**config.mk**
```make
export PLATFORM = sky130hd
export DESIGN_NAME = cpu_output_fifo
export DESIGN_NICKNAME = d
export VERILOG_FILES = /design/src/rtl/cpu_output_fifo_pkg.sv /design/src/rtl/cpu_output_fifo_mem_2p.sv /design/src/rtl/cpu_output_fifo.sv
export SDC_FILE = /design/constraint.sdc
export NUM_CORES = 1
export LEC_CHECK = 0
export ABC_CLOCK_PERIOD_IN_PS = 2600
export CAP_MARGIN = 20
export CORE_MARGIN = 4
export CORE_UTILIZATION = 30
export CTS_CLUSTER_DIAMETER = 200
export DETAILED_ROUTE_END_ITERATION = 6
export GPL_TIMING_DRIVEN = 1
export PLACE_DENSITY = 0.55
export SLEW_MARGIN = 20
export SYNTH_ARGS = -nofsm -noshare
export SYNTH_HDL_FRONTEND = slang
export SYNTH_HIERARCHICAL = 1
export SYNTH_SLANG_ARGS = --single-unit
export TNS_END_PERCENT = 100
```
**constraint.sdc**
```tcl
create_clock -name clk -period 2.6 [get_ports clk]
set_clock_uncertainty 0.1 [all_clocks]
set_input_delay 0.78 -clock clk [delete_from_list [all_inputs] [get_ports clk]]
set_output_delay 0.78 -clock clk [all_outputs]
set_load 0.01 [all_outputs]
```
**src/rtl/cpu_output_fifo_pkg.sv**
```systemverilog
// Shared constants and helpers for the CPU output FIFO.
package cpu_output_fifo_pkg;

    localparam int unsigned OUT_DATA_WIDTH = 16;
    localparam int unsigned OUT_FIFO_DEPTH = 8;

    // Pointer width needed to address a FIFO of the given depth.
    function automatic int unsigned ptr_w(input int unsigned depth);
        return $clog2(depth);
    endfunction

endpackage

```
**src/rtl/cpu_output_fifo_mem_2p.sv**
```systemverilog
// Simple dual-port storage array: synchronous write, combinational read.
module fifo_mem_2p
    import cpu_output_fifo_pkg::*;
#(
    parameter int unsigned DATA_WIDTH = OUT_DATA_WIDTH,
    parameter int unsigned DEPTH      = OUT_FIFO_DEPTH,
    parameter int unsigned ADDR_WIDTH = ptr_w(DEPTH)
) (
    input  logic                  clk,
    input  logic                  we,
    input  logic [ADDR_WIDTH-1:0] waddr,
    input  logic [DATA_WIDTH-1:0] wdata,
    input  logic [ADDR_WIDTH-1:0] raddr,
    output logic [DATA_WIDTH-1:0] rd_data_c
);

    logic [DATA_WIDTH-1:0] mem_q [DEPTH];

    // Storage carries no reset; occupancy tracking in the parent decides validity.
    always_ff @(posedge clk) begin
        if (we) begin
            mem_q[waddr] <= wdata;
        end
    end

    assign rd_data_c = mem_q[raddr];

endmodule

```
**src/rtl/cpu_output_fifo.sv**
```systemverilog
// Buffered CPU output port: circular FIFO with CPU stall, sticky overflow and
// halt-drain indication toward a valid/ready consumer.
module cpu_output_fifo
    import cpu_output_fifo_pkg::*;
#(
    parameter int unsigned DATA_WIDTH = OUT_DATA_WIDTH,
    parameter int unsigned DEPTH      = OUT_FIFO_DEPTH
) (
    input  logic                      clk,
    input  logic                      reset,
    input  logic                      wr_en,
    input  logic [DATA_WIDTH-1:0]     wr_data,
    output logic                      stall,
    output logic                      rd_valid,
    input  logic                      rd_ready,
    output logic [DATA_WIDTH-1:0]     rd_data,
    output logic [$clog2(DEPTH):0]    count,
    output logic                      overflow,
    input  logic                      clr_overflow,
    input  logic                      hlt_in,
    output logic                      drained
);

    localparam int unsigned PW = ptr_w(DEPTH);
    localparam int unsigned CW = PW + 1;

    logic [PW-1:0] wp_q, wp_d;
    logic [PW-1:0] rp_q, rp_d;
    logic [CW-1:0] count_q, count_d;
    logic          stall_q, stall_d;
    logic          rd_valid_q, rd_valid_d;
    logic          overflow_q, overflow_d;
    logic          halted_q, halted_d;
    logic          drained_q, drained_d;
    logic          wr_acc_c;
    logic          rd_acc_c;

    fifo_mem_2p #(
        .DATA_WIDTH (DATA_WIDTH),
        .DEPTH      (DEPTH),
        .ADDR_WIDTH (PW)
    ) u_mem (
        .clk       (clk),
        .we        (wr_acc_c),
        .waddr     (wp_q),
        .wdata     (wr_data),
        .raddr     (rp_q),
        .rd_data_c (rd_data)
    );

    // Accept decisions use the registered flags, so a full FIFO rejects a
    // write even when a read frees a slot in the same cycle.
    always_comb begin
        wr_acc_c   = wr_en & ~stall_q & ~halted_q;
        rd_acc_c   = rd_valid_q & rd_ready;
        wp_d       = wp_q;
        rp_d       = rp_q;
        count_d    = count_q;
        if (wr_acc_c) begin
            wp_d = wp_q + PW'(1);
        end
        if (rd_acc_c) begin
            rp_d = rp_q + PW'(1);
        end
        if (wr_acc_c && !rd_acc_c) begin
            count_d = count_q + CW'(1);
        end else if (!wr_acc_c && rd_acc_c) begin
            count_d = count_q - CW'(1);
        end
        stall_d    = (count_d == CW'(DEPTH));
        rd_valid_d = (count_d != CW'(0));
        overflow_d = (wr_en & stall_q & ~halted_q) | (overflow_q & ~clr_overflow);
        halted_d   = halted_q | hlt_in;
        drained_d  = halted_q & (count_q == CW'(0));
    end

    always_ff @(posedge clk or negedge reset) begin
        if (!reset) begin
            wp_q       <= '0;
            rp_q       <= '0;
            count_q    <= '0;
            stall_q    <= 1'b0;
            rd_valid_q <= 1'b0;
            overflow_q <= 1'b0;
            halted_q   <= 1'b0;
            drained_q  <= 1'b0;
        end else begin
            wp_q       <= wp_d;
            rp_q       <= rp_d;
            count_q    <= count_d;
            stall_q    <= stall_d;
            rd_valid_q <= rd_valid_d;
            overflow_q <= overflow_d;
            halted_q   <= halted_d;
            drained_q  <= drained_d;
        end
    end

    assign stall    = stall_q;
    assign rd_valid = rd_valid_q;
    assign count    = count_q;
    assign overflow = overflow_q;
    assign drained  = drained_q;

endmodule
```
# Word-level counts from Yosys, hierarchy flattened
# Memory sizes are Yosys's and may differ from the RTL's.
# Cells that the tools add are included.
# totals
ff_bits	15
mem_bits_rw	128
input_bits	22
output_inout_bits	24
word_cells	36
memories	1
# memory_table
name	depth	width	rd	rd_ports_with_merged_regs	write_ports	line	source
u_mem.mem_q	8	16	1	0	1	cpu_output_fifo_mem_2p.sv:17	logic [DATA_WIDTH-1:0] mem_q [DEPTH];
# classes
add_sub_neg	4
n_eq_ne	1
mux	4
bitwise_logic	12
n_reduce_logical	6
# ops
op	count
4-bit two-way mux	2
1-bit bitwise AND	7
3-bit by 1-bit adder with 3-bit output, second input constant	2
4-bit by 1-bit adder with 4-bit output, second input constant	1
4-bit equality test, second input constant	1
4-bit logical NOT	1
4-bit nonzero test	1
4-bit by 1-bit subtractor with 4-bit output, second input constant	1
1-bit NOT	3
1-bit logical AND	2
1-bit logical NOT	2
1-bit two-way mux	2
1-bit OR	2

# Depth between registers and ports, before layout
# depth
ltp_word	8
depth_mapped	7
depth_no_buf	7

# Hierarchy
# Netlist, hierarchy kept.
# modules_own_cells
module	instances	cells_each	area_per_inst_um2	seq_area_each_um2
fifo_mem_2p	1	198	4973.5	3843.7
cpu_output_fifo	1	68	759.5	375.4

# Least setup slack after synthesis
# No wires, ideal clock.
# synth_timing
path_type	input -> register
from	input port wr_en
to	memory u_mem/mem_q[0][0] in the netlist's numbering, enable pin
setup_time_ns	0.409
arrival_time_ns	2.608
required_time_ns	2.091
slack_ns	-0.517
stages	5
n_path_buf	1
cell_sequence	or3b_1 > buf_6 > inv_2 > nand2b_1 > nor3_1
# synth_between
elab_chain_cells	4
# synth_lines
item	line	source
from (decl)	cpu_output_fifo.sv:11	input logic wr_en,
1-bit bitwise AND (2 in a row)	cpu_output_fifo.sv:54	wr_acc_c = wr_en & ~stall_q & ~halted_q;
net wr_acc_c	cpu_output_fifo.sv:35	logic wr_acc_c;
1-bit two-way mux	cpu_output_fifo_mem_2p.sv:21	if (we) begin
1-bit two-way mux (not written as such)	cpu_output_fifo_mem_2p.sv:22	mem_q[waddr] <= wdata;
to (decl)	cpu_output_fifo_mem_2p.sv:17	
# The timed path passes the listed nets, and every way through them passes these cells.

# Worst setup path in the final report
# layout_timing
from	register rp_q[0]
to	output port rd_data[1]
# layout_between
elab_chain_cells	1
# layout_lines
item	line	source
from (decl)	cpu_output_fifo.sv:28	logic [PW-1:0] rp_q, rp_d;
from (signal assigned)	cpu_output_fifo.sv:89	rp_q <= rp_d;
memory 8 x 16 bit	--	
to (decl)	cpu_output_fifo.sv:16	output logic [DATA_WIDTH-1:0] rd_data,
# No other way between the ends.

==> impl_metrics.json <==
{
  "cts_tree": "yes",
  "p_per_area_nw_per_um2": 1050,
  "fillCellCount": 1683,
  "fp.dieW_um": 146,
  "synthArstFlopShare": 0.105,
  "multi_input_area_um2": 1390,
  "wl_per_cell_um": 19.5,
  "busiest_layer": "met2",
  "drive_gt1_frac": 0.388,
  "stdcell_count": 615,
  "place_hpwl_mm": 6.99,
  "reg2reg_from": "halted_q$_DFF_PN0_",
  "met2_usage": 0.190,
  "placed_cells": 564,
  "synth-edff-count": 128,
  "final_util": 0.406,
  "worst_slack_ns": -0.376,
  "io_pins": 46,
  "critPathKind": "reg -> out",
  "synthSimpleGateAreaFrac": 0.0360,
  "ys_ff_latch": 143,
  "drtAntennaViolNets": 0,
  "grtUsageMet3": 0.0320,
  "finalSetupViolCount": 16,
  "run_status": "finished with violations",
  "drc_errors": 0,
  "critical_path_arrival_ns": 2.10,
  "stdcell_area_um2": 7630,
  "maxSlewHeadroom": 0.786,
  "required_ns": 1.72,
  "start_kind": "register",
  "grt_max_degree": 23,
  "yosys_most_used_dff": "edfxtp_1",
  "antenna_cells": 0,
  "syn_inst": 266,
  "grt_pass1_wl_mm": 18.9,
  "hold_class": "reg -> reg",
  "reg2reg_to": "u_mem/mem_q[7][2]$_DFFE_PP_",
  "die_h_um": 146,
  "period_share": 1.14,
  "tightest_slew_ns": 0.321,
  "area_growth_pct": 33.0,
  "power.leakage_nw": 2.69,
  "yosysSeqAreaShare": 0.736,
  "gp_congestion": 0.726,
  "clkTransAtPathRegs_ns": 0.06,
  "seqCellArea_um2": 4220,
  "switching_share": 0.265,
  "avgViaCountPerCell": 4.68,
  "core_um2": 18800,
  "fin_nets": 395,
  "total_power_mw": 8.04,
  "antenna_found_initial": 0,
  "start_util": 0.305,
  "synth_fp_nets": 293,
  "rsz0062_at_grt": "yes",
  "synth_top_family_by_area": "multiplexers",
  "synth_area_um2": 5730,
  "r2r_cells": 5,
  "synth_compound_area_frac": 0.0100,
  "netlist-cell-type-count": 36,
  "crit_path_end_kind": "output pin",
  "rrSetupSlack_ns": 0.59,
  "drt-pass1-iter-count": 4,
  "cap_violations": 0,
  "grt_pass1_vias": 3164,
  "synthAdderAreaFrac": 0.0109,
  "gr-total-overflow": 0,
  "drt_iter0_drc": 174,
  "whs_endpoint": "drained$_DFF_PN0_",
  "p_clk_frac": 0.307,
  "ir_drop_uv": 530,
  "cp_max_fo": 5,
  "switchingPower_mw": 2.13,
  "hold_depth": 1,
  "violations": "negative setup slack",
  "fmax_mhz": 336,
  "cts_buffers": 17,
  "num_rows": 50,
  "clock_latency_ns": 0.41,
  "pwr-share-comb": 0.357,
  "post_dp_cell_area_um2": 6770,
  "yosysWarnings": 6,
  "synth_xor_area_frac": 0.0107,
  "p_int_mw": 5.91,
  "cts_buffer_depth": 2,
  "min_period_ns": 2.98,
  "final_hold_viol_count": 0,
  "port_buffers": 45,
  "muxShareOfSynthArea": 0.179,
  "hold_path.startpoint": "count[3]$_DFF_PN0_",
  "clock_sinks": 143,
  "cts_max_level": 4,
  "track_usage": 0.118,
  "use_met1": 0.154,
  "vias": 2876,
  "drv_slew": 0,
  "power_frac_seq": 0.336,
  "dieArea_um2": 21400,
  "cts_root_buffer": "clkbuf_16",
  "syn_area_per_cell_um2": 21.6,
  "routed_wl_mm": 12.0
}
placed cells by master (no fill, tap or decap), types with 3 or more instances in the layout:
| cell | synthesis | layout |
|---|---|---|
| clkdlybuf4s50_1 | 0 | 29 |
| mux4_2 | 4 | 28 |
| buf_6 | 5 | 21 |
| mux2_4 | 0 | 14 |
| bufinv_16 | 0 | 3 |
| mux4_1 | 28 | 4 |
| buf_4 | 0 | 24 |
| nand2b_1 | 3 | 3 |
| clkbuf_16 | 0 | 17 |
| ha_1 | 5 | 5 |
| nand2_1 | 10 | 10 |
| inv_1 | 3 | 3 |
| clkinv_4 | 0 | 5 |
| buf_8 | 0 | 4 |
| buf_12 | 0 | 12 |
| buf_16 | 0 | 3 |
| dfrtp_1 | 15 | 14 |
| xnor2_1 | 6 | 6 |
| nor2_1 | 10 | 10 |
| mux2_2 | 17 | 3 |
| edfxtp_1 | 128 | 128 |
cell families (layout without fill, tap and decap cells):
family,count (synthesis),after routing
AOI/OAI and AO/OA,8,8
xor gates and xnor gates,7,7
adders and majority gates,5,5
buffers and inverters,16,131
DFF,143,143
muxes,50,50
and+or+nand+nor,37,37
how the worst max path moves through the flow:
stage                              from                           to  slack (ns)
floorplan                         wr_en  u_mem/mem_q[1][0]$_DFFE_PP_       -0.09
global placement    rp_q[0]$_DFFE_PN0P_                   rd_data[5]       -0.27
detailed placement  rp_q[0]$_DFFE_PN0P_                   rd_data[5]       -0.31
CTS                 rp_q[0]$_DFFE_PN0P_                   rd_data[4]       -0.40
global route        rp_q[0]$_DFFE_PN0P_                   rd_data[1]       -0.44
finish              rp_q[0]$_DFFE_PN0P_                   rd_data[1]       -0.38
final cells by class:
type,instances,area share
Clock buffer,18,0.0563
Sequential cell,143,0.553
Clock inverter,14,0.0240
Multi-Input combinational cell,107,0.182
Tap cell,234,0.0384
Inverter,5,0.00246
Timing Repair Buffer,94,0.144
critical path, cell delays in order (launching register included):
cell	delay [ns]
dfrtp_2	0.45
buf_12	0.15
buf_12	0.13
buf_4	0.13
mux4_2	0.42
mux2_4	0.29
buf_6	0.12
metrics by stage:
step                      setup WS [ns]  TNS (ns)  hold slack, ns
after global placement           -0.271    -26.67           0.378
after floorplan                 -0.0906     -9.16           0.357
after detailed placement         -0.310    -29.32           0.391
final                            -0.376     -4.94           0.411
after global routing             -0.437     -6.00           0.430
after CTS                        -0.400     -5.39           0.408
cells in the mapped netlist, drive strengths merged (3+ instances only):
master  count  area, um^2
buf         9        71.3
ha          5        62.6
mux2       17         191
nand2b      3        18.8
nand2      10        37.5
nor3        3        15.0
inv         5        18.8
mux4       32         826
dfrtp      15         375
nor2       10        37.5
edfxtp    128        3840
xnor2       6        52.6
repair_timing:
action	4_1_cts	5_1_grt
pin swaps	0	0
setup buffers	14	3
endpoints found under the hold margin	0	0
hold buffers	0	0
resized for setup	125	10
gates cloned	3	0
setup endpoints to repair	16	16
power groups by stage:
stage	Combinational [mW]	Clock, mW	Sequential [mW]
after floorplan	1.25	0	2.74
after global placement	2.17	0	2.74
after detailed placement	2.18	0	2.74
after CTS	2.85	2.53	2.70
after global routing	3.08	2.64	2.72
final	2.87	2.47	2.70
layer usage:
metal,share of wire,wire (um)
met5,0,0
met4,0.014,164
met3,0.029,348
met2,0.49,5910
met1,0.47,5580
flip-flops by register name, indices dropped and copies added (netlist names), 3 cells and up:
| register | flops |
|---|---|
| wp_q | 3 |
| u_mem/mem_q | 128 |
| count | 4 |
| rp_q | 3 |
Power figures use the tool's default switching activity.
